===== src/rtl/onewire_rom_reader_pkg.sv =====
// Shared definitions for the 1-Wire ROM reader: FSM state codes, the
// Dallas CRC-8 polynomial, default bus timings and a serial CRC step.
package onewire_rom_reader_pkg;

  // FSM state codes
  localparam logic [2:0] IDLE    = 3'd0;
  localparam logic [2:0] RST_LOW = 3'd1;
  localparam logic [2:0] PD_WAIT = 3'd2;
  localparam logic [2:0] PD_REST = 3'd3;
  localparam logic [2:0] WR_SLOT = 3'd4;
  localparam logic [2:0] RD_SLOT = 3'd5;
  localparam logic [2:0] CHECK   = 3'd6;
  localparam logic [2:0] FINISH  = 3'd7;

  // x^8+x^5+x^4+1 in reflected form
  localparam logic [7:0] CRC8_POLY = 8'h8C;

  // Standard-speed bus timings in microseconds
  localparam int DEF_T_RSTL = 480;
  localparam int DEF_T_PDS  = 70;
  localparam int DEF_T_RSTH = 410;
  localparam int DEF_T_SLOT = 70;
  localparam int DEF_T_LOW1 = 6;
  localparam int DEF_T_LOW0 = 60;
  localparam int DEF_T_RDS  = 15;

  // One serial CRC-8 step, LSB-first data
  function automatic logic [7:0] crc8_step(input logic [7:0] crc, input logic bit_in);
    logic fb;
    fb = crc[0] ^ bit_in;
    return {1'b0, crc[7:1]} ^ (fb ? CRC8_POLY : 8'h00);
  endfunction

endpackage


===== src/rtl/onewire_crc8.sv =====
// Serial Dallas CRC-8 accumulator, one data bit per enabled cycle.
module onewire_crc8
  import onewire_rom_reader_pkg::*;
(
  input  logic       clk,
  input  logic       reset,
  input  logic       clr,
  input  logic       en,
  input  logic       bit_in,
  output logic [7:0] crc
);

  // Clear takes priority so a new transaction always starts from zero
  always_ff @(posedge clk or posedge reset) begin
    if (reset)     crc <= 8'h00;
    else if (clr)  crc <= 8'h00;
    else if (en)   crc <= crc8_step(crc, bit_in);
  end

endmodule


===== src/rtl/onewire_rom_reader.sv =====
// 1-Wire bus master: reset/presence, one command byte, then NBYTES read
// bytes with optional CRC-8 check. Drives an open-drain pad via dq_oe.
//
// Handshake: go is a single-cycle request honoured only while idle; busy is
// high from the cycle after acceptance until done, which pulses for exactly
// one cycle at the end of every transaction (including presence failure).
module onewire_rom_reader
  import onewire_rom_reader_pkg::*;
#(
  parameter int         CLK_HZ    = 100_000_000,
  parameter logic [7:0] CMD       = 8'h33,
  parameter int         NBYTES    = 8,
  parameter int         CRC_CHECK = 1,
  parameter int         T_RSTL    = DEF_T_RSTL,
  parameter int         T_PDS     = DEF_T_PDS,
  parameter int         T_RSTH    = DEF_T_RSTH,
  parameter int         T_SLOT    = DEF_T_SLOT,
  parameter int         T_LOW1    = DEF_T_LOW1,
  parameter int         T_LOW0    = DEF_T_LOW0,
  parameter int         T_RDS     = DEF_T_RDS
) (
  input  logic                  clk,
  input  logic                  reset,
  input  logic                  go,
  input  logic                  dq_i,
  output logic                  dq_oe,
  output logic                  busy,
  output logic                  done,
  output logic                  err_nopresence,
  output logic                  err_crc,
  output logic [8*NBYTES-1:0]   data,
  output logic                  valid
);

  localparam int DIV   = CLK_HZ / 1_000_000;
  localparam int DW    = $clog2(DIV);
  localparam int NBITS = 8 * NBYTES;
  localparam int BW    = $clog2(NBITS);
  localparam int T_MAX = (T_RSTL > T_RSTH) ? T_RSTL : T_RSTH;
  localparam int UW    = $clog2(T_MAX + 1);

  // Phase events fire on the tick that moves the counter to the target,
  // so a state entered on a tick lasts exactly the programmed time.
  localparam logic [DW-1:0] DIV_LAST = DW'(DIV - 1);
  localparam logic [UW-1:0] RSTL_END = UW'(T_RSTL - 1);
  localparam logic [UW-1:0] PDS_AT   = UW'(T_PDS - 1);
  localparam logic [UW-1:0] RSTH_END = UW'(T_RSTH - 1);
  localparam logic [UW-1:0] SLOT_END = UW'(T_SLOT - 1);
  localparam logic [UW-1:0] RDS_AT   = UW'(T_RDS - 1);
  localparam logic [UW-1:0] LOW1_US  = UW'(T_LOW1);
  localparam logic [UW-1:0] LOW0_US  = UW'(T_LOW0);
  localparam logic [BW-1:0] LAST_BIT = BW'(NBITS - 1);

  logic [DW-1:0] div_cnt;
  logic          tick;
  logic [UW-1:0] us_cnt;
  logic [2:0]    state;
  logic [BW-1:0] bit_idx;
  logic          dq_meta;
  logic          dq_s;
  logic [7:0]    crc_val;
  logic          crc_clr;
  logic          crc_en;
  logic [UW-1:0] wr_low;
  logic          slot_end;
  logic          rd_sample;

  assign tick      = (div_cnt == DIV_LAST);
  assign wr_low    = CMD[bit_idx[2:0]] ? LOW1_US : LOW0_US;
  assign slot_end  = tick && (us_cnt == SLOT_END);
  assign rd_sample = (state == RD_SLOT) && tick && (us_cnt == RDS_AT);
  assign crc_clr   = (state == IDLE) && go;
  assign crc_en    = rd_sample;

  // Free-running microsecond divider
  always_ff @(posedge clk or posedge reset) begin
    if (reset)     div_cnt <= '0;
    else if (tick) div_cnt <= '0;
    else           div_cnt <= div_cnt + 1'b1;
  end

  // Two-flop synchroniser for the asynchronous bus level (idle bus is high)
  always_ff @(posedge clk or posedge reset) begin
    if (reset) begin
      dq_meta <= 1'b1;
      dq_s    <= 1'b1;
    end else begin
      dq_meta <= dq_i;
      dq_s    <= dq_meta;
    end
  end

  // Transaction sequencer: phase counter, bit index, status and read data
  always_ff @(posedge clk or posedge reset) begin
    if (reset) begin
      state          <= IDLE;
      us_cnt         <= '0;
      bit_idx        <= '0;
      busy           <= 1'b0;
      done           <= 1'b0;
      err_nopresence <= 1'b0;
      err_crc        <= 1'b0;
      valid          <= 1'b0;
      data           <= '0;
    end else begin
      done <= 1'b0;
      if (tick && state != IDLE) us_cnt <= us_cnt + 1'b1;
      case (state)
        IDLE: begin
          if (go) begin
            busy           <= 1'b1;
            err_nopresence <= 1'b0;
            err_crc        <= 1'b0;
            valid          <= 1'b0;
            us_cnt         <= '0;
            bit_idx        <= '0;
            state          <= RST_LOW;
          end
        end
        RST_LOW: begin
          if (tick && us_cnt == RSTL_END) begin
            us_cnt <= '0;
            state  <= PD_WAIT;
          end
        end
        PD_WAIT: begin
          // Counter keeps running into PD_REST: both are timed from release
          if (tick && us_cnt == PDS_AT) begin
            if (dq_s) begin
              err_nopresence <= 1'b1;
              done           <= 1'b1;
              busy           <= 1'b0;
              state          <= FINISH;
            end else begin
              state <= PD_REST;
            end
          end
        end
        PD_REST: begin
          if (tick && us_cnt == RSTH_END) begin
            us_cnt  <= '0;
            bit_idx <= '0;
            state   <= WR_SLOT;
          end
        end
        WR_SLOT: begin
          if (slot_end) begin
            us_cnt <= '0;
            if (bit_idx[2:0] == 3'd7) begin
              bit_idx <= '0;
              state   <= RD_SLOT;
            end else begin
              bit_idx <= bit_idx + 1'b1;
            end
          end
        end
        RD_SLOT: begin
          if (rd_sample) data[bit_idx] <= dq_s;
          if (slot_end) begin
            us_cnt <= '0;
            if (bit_idx == LAST_BIT) state   <= CHECK;
            else                     bit_idx <= bit_idx + 1'b1;
          end
        end
        CHECK: begin
          // A good ROM including its CRC byte leaves the register at zero
          if (CRC_CHECK != 0 && crc_val != 8'h00) begin
            err_crc <= 1'b1;
            valid   <= 1'b0;
          end else begin
            valid <= 1'b1;
          end
          done  <= 1'b1;
          busy  <= 1'b0;
          state <= FINISH;
        end
        FINISH: begin
          us_cnt  <= '0;
          bit_idx <= '0;
          state   <= IDLE;
        end
        default: state <= IDLE;
      endcase
    end
  end

  // Registered open-drain enable: glitch-free, released at once by reset
  always_ff @(posedge clk or posedge reset) begin
    if (reset) begin
      dq_oe <= 1'b0;
    end else begin
      case (state)
        RST_LOW: dq_oe <= 1'b1;
        WR_SLOT: dq_oe <= (us_cnt < wr_low);
        RD_SLOT: dq_oe <= (us_cnt < LOW1_US);
        default: dq_oe <= 1'b0;
      endcase
    end
  end

  onewire_crc8 u_crc (
    .clk    (clk),
    .reset  (reset),
    .clr    (crc_clr),
    .en     (crc_en),
    .bit_in (dq_s),
    .crc    (crc_val)
  );

endmodule


===== config.mk =====
export PLATFORM = sky130hd
export DESIGN_NAME = onewire_rom_reader
export DESIGN_NICKNAME = d
export VERILOG_FILES = /design/src/rtl/onewire_rom_reader_pkg.sv /design/src/rtl/onewire_crc8.sv /design/src/rtl/onewire_rom_reader.sv
export SDC_FILE = /design/constraint.sdc
export NUM_CORES = 1
export LEC_CHECK = 0
export CORE_ASPECT_RATIO = 1.1
export CORE_UTILIZATION = 45
export DETAILED_ROUTE_END_ITERATION = 8
export DONT_BUFFER_PORTS = 1
export PLACE_DENSITY_LB_ADDON = 0.12
export SLEW_MARGIN = 10
export SYNTH_ARGS = -nofsm -noshare
export SYNTH_HDL_FRONTEND = slang
export SYNTH_HIERARCHICAL = 1
export SYNTH_SLANG_ARGS = --single-unit

===== constraint.sdc =====
create_clock -name clk -period 4.95 [get_ports clk]
set_clock_uncertainty 0.2 [all_clocks]
set_input_delay 1.2375 -clock clk [delete_from_list [all_inputs] [get_ports clk]]
set_output_delay 1.2375 -clock clk [all_outputs]
set_load 0.05 [all_outputs]

======== Word-level counts from Yosys, hierarchy flattened ========
Memory sizes are Yosys's and may differ from the RTL's.
Cells that the tools add are included.
cells by class
  add/sub/neg operators ................... 3
  $lt $le $gt $ge ......................... 5
  eq/ne operators ......................... 25
  multiplexer cells ....................... 48
  bitwise logic cells ..................... 2
  reductions and logical operators ........ 24
operators by type and width
  operator             count
  $bwmux 64            1
  $mux 9               5
  $pmux 9 s5           1
  $mux 6               7
  $pmux 6 s5           1
  $mux 3               9
  $mux 8               3
  $pmux 3 s8           1
  $ne 2x2->1 const B   10
  $eq 9x9->1 const B   2
  $eq 3x3->1 const B   5
  $mux 1               12
  $add 9x1->9 const B  1
  $eq 9x4->1 const B   1
  $eq 9x7->1 const B   1
  $lt 9x3->1 const B   1
  $lt 9x6->1           1
  $logic_and 1x1->1    8
  $pmux 1 s2           4
  $reduce_and 4->1     2
  $reduce_and 8->1     1
  $reduce_bool 8->1    1
  $xor 7x8->8          1
  $add 7x1->7 const B  1
  21 further kinds     27
word-level totals
  bits in registers ....................... 105
  bits in read-only memories .............. 8
  input port bits ......................... 4
  output and inout bits ................... 70
  word-level logic and storage cells ...... 122
  memories kept ........................... 1
memory list
  memory            depth  width  read ports  clocked after Yosys merged registers in  write ports  line                      text
  (name not given)  8      1      1           0                                        0            onewire_rom_reader.sv:69  assign wr_low = CMD[bit_idx[2:0]] ? LOW1_US : LOW0_US;

======== Depth between registers and ports, before layout ========
  depth after elaboration ................. 5
  gate-level depth with buffers ........... 8
  gate-level depth less buffers ........... 8

======== Modules after synthesis ========
The synthesis kept the hierarchy.
modules (own cells, without submodules)
  module              instances  cells an instance  area an instance (µm²)  seq. area each (µm²)
  onewire_rom_reader  1          450                4717.0                  2429.8
  onewire_crc8        1          33                 364.1                   200.2

======== Worst setup path before layout ========
Ideal clock, no wire load.
  path kind ............................... register to register
  from .................................... register state[1]
  to ...................................... register data[2]
  library setup time ...................... 128 ps
  data arrival time ....................... 2067 ps
  data required time ...................... 4622 ps
  setup slack ............................. 2555 ps
  stages on the path, launching flop included .. 8
  path buffers ............................ 1
  period minus slack after synthesis ...... 2395 ps
  cell sequence ........................... dfrtp_1 nand2b_1 buf_2 or4_4 nor3_4 nor4b_4 nand2_1 mux2_1
between the ends
  cells in the longest elaborated chain, start to end .. 4
ends and longest elaborated chain
  what                                   line                                                 text
  start: declaration                     onewire_rom_reader.sv:57                             logic [2:0] state;
  start signal: assignment               onewire_rom_reader.sv:96                             state <= IDLE;
  start signal: assignment               onewire_rom_reader.sv:117                            state <= RST_LOW;
  start signal: assignment               onewire_rom_reader.sv:123                            state <= PD_WAIT;
  $eq 3x3->1 (*)                         onewire_rom_reader.sv:71, onewire_rom_reader.sv:108
  $logic_and 1x1->1 (2 in a row)         onewire_rom_reader.sv:71                             assign rd_sample = (state == RD_SLOT) && tick && (us_cnt == RDS_AT);
  $reduce_and 2->1 (no source line) (*)  --
  end signal: indexed assignment         onewire_rom_reader.sv:158                            if (rd_sample) data[bit_idx] <= dq_s;
  end: declaration                       onewire_rom_reader.sv:31                             output logic [8*NBYTES-1:0] data,
Every way passes the cells marked *; elsewhere a longest branch is shown, timed or not.
A chain may end at the register's enable or synchronous reset.

======== Final worst setup path ========
  from .................................... register state[1]
  to ...................................... register data[3]
The elaborated chain is that of the path after synthesis.

==> results.cfg <==
[status]
status = complete, no violations

[synthesis]
async_flop_share_pct = 100
syn_area_um2 = 5080
synth_fp_nets = 496
yosys.area_share.adder_pct = 2.22
synth_top_family_by_area = simple AND/OR/NAND/NOR gates
yosysWarnings = 6
muxShareOfSynthArea_pct = 13.8
synthXorXnorAreaFrac_pct = 1.55
seq_area_frac_synth_pct = 51.8
ys_seq_elements = 105
avgSynthCellArea_um2 = 10.5
synthCells = 483
ys_types = 57
synth_compound_gate_area_share_pct = 7.58
synthFlopType = dfrtp_1
synth-edff-count = 0
synth-simple-area-share_pct = 20.3

[cells_and_area]
mostFrequentLayoutCell = dfrtp_1
most-common-layout-cells = dfrtp_1, nand2_1, nor2_1
utilization_pct = 49.8
finalNonFillerCells = 623
design_area_um2 = 5460
drive_gt1_share_pct = 16.4
n_antenna_cell = 0
syn2layout_area_growth_pct = 7.41
fin_nets = 484

[floorplan]
rows = 40
start_util_pct = 46.4
ios = 74
coreArea_um2 = 11000
dieArea_um2 = 11700
die_h_um = 113
die_x_um = 103

[power_and_ir_drop]
powerDensity_nw_per_um2 = 379
p_comb_share_pct = 15.4
switching_share_pct = 32.6
internal-power_mw = 1.39
power_mw = 2.07
p_clk_share_pct = 32.7
power_switching_uw = 674
ir_drop_mv = 0.201
pwr-share-seq_pct = 51.9
p_leak_nw = 2.49

[timing]
setup_violations = 0
relSlewSlack_pct = 29.3
grt_setup_unrepaired = no
hold_slack_ns = 0.158
setup_tns_ns = 0
post-route-period-util_pct = 59.4
tightest_slew_ns = 1.06
fmax_mhz = 340
fin_crit_ns = 2.94
fin_ws_ns = 2.01
hold_viol = 0
drv_slew = 0

[worst_setup_path]
end_kind = flop
reg2reg_slack_ns = 2.01
critPathArrivalTime_ns = 2.98
worstPathRequired_ns = 4.99
start_kind = flop
worstSetupPathType = flop to flop
worstPathMaxFanout = 11

[global_route]
antenna_found_initial = 0
grt_max_degree = 75
grt_pass1_vias = 3505
grt_overflow = 0
grt_use_total_pct = 20.2
grt_pass1_wl_um = 18100

[routing]
antenna_left = 0
drt_pass1_iterations = 4
routedWlPerCell_um = 17.6
drt_iter0_drc = 197
totalWireLength_um = 10900
drt-vias-per-instance = 5.60
drc_errors = 0
via_count = 3490

[cts]
clk_pin_slew_ns = 0.07
post_cts_resized = 0
numCtsBuffers = 9
postCtsHoldBufs = 0
clk_path_buf_depth = 2
cts.htree.levels = 3
cts_tree = yes
cts_root_buf = clkbuf_16
postCtsSetupBuffers = 0
numClockSinks = 105
clock_latency_ns = 0.35

[place]
placed_cells = 607
port_buffers = 0
place_area_um2 = 5180
pre_cts_ws_ns = 2.01
gp_congestion = 0.858
dp_hpwl_um = 7440

[flow_run]
max-cap-violations = 0

[worst_hold_path]
hp-class = flop to flop
-- cell families (layout without fill, tap and decap cells) --
family          Yosys count  in the layout
simple gates            201            201
flops                   105            105
mux                      63             63
compound gates           61             61
buf+inv                  35             28
fa+ha+maj                 9              9
xor+xnor                  9              9
-- power groups by stage --
stage	Clock (mW)	Combinational (mW)	Sequential [mW]
finish	0.675	0.318	1.07
global route	0.723	0.369	1.09
CTS	0.697	0.322	1.07
detailed placement	0	0.320	1.09
global placement	0	0.315	1.09
floorplan	0	0.308	1.03
-- layout make-up --
cell class	instances	area (um^2)
Timing Repair Buffer	2	15.0
Multi-Input combinational cell	343	2310
Inverter	10	40.0
Fill cell	993	5500
Tap cell	147	184
Clock inverter	6	40.0
Sequential cell	105	2630
Clock buffer	10	239
-- metal layers --
layer / share of wire (%) / track usage [%]
met1: 46 / 27.7
met2: 46 / 30.2
met3: 6.7 / 6.25
met4: 1.3 / 7.14
met5: 0 / 0
-- sequential cells by signal, summed over array words and instances, names as in the netlist, 3 cells and up --
name,count
us_cnt,9
u_crc/crc,8
div_cnt,7
data,64
state,3
bit_idx,6
-- path summary, 6_finish.rpt --
check / startpoint / endpoint / depth (start not counted)
max in group asynchronous: reset / data[33]$_DFFE_PP0P_ / 2
setup reg to reg: state[1]$_DFFE_PP0P_ / data[3]$_DFFE_PP0P_ / 6
min in group asynchronous: reset / u_crc/crc[6]$_DFFE_PP0P_ / 1
hold reg to reg: dq_meta$_DFF_PP1_ / dq_s$_DFF_PP1_ / 0
hold / removal: dq_meta$_DFF_PP1_ / dq_s$_DFF_PP1_ / 0
setup / recovery: state[1]$_DFFE_PP0P_ / data[3]$_DFFE_PP0P_ / 6
-- worst max-delay path, cell delays in order (launching register included) --
cell and delay [ns]:
dfrtp_1 0.48, nand2b_1 0.30, or4_4 0.50, nor3_4 0.30, nand4b_1 0.43, nor2_1 0.26
mux2_2 0.35
-- synth_stat cells, drive strengths merged (6+ instances only) --
library cell,instances,area share [%]
nand4,13,1.6
and2,9,1.1
nand2,62,4.6
inv,10,0.74
clkbuf,16,1.2
nand3,14,1.4
nor3,6,0.81
ha,9,2.2
a21oi,12,1.2
dfrtp,103,51
mux2,58,13
nor2,57,4.3
buf,9,0.86
o21ai,21,2.1
(Power assumes the default switching activity.)
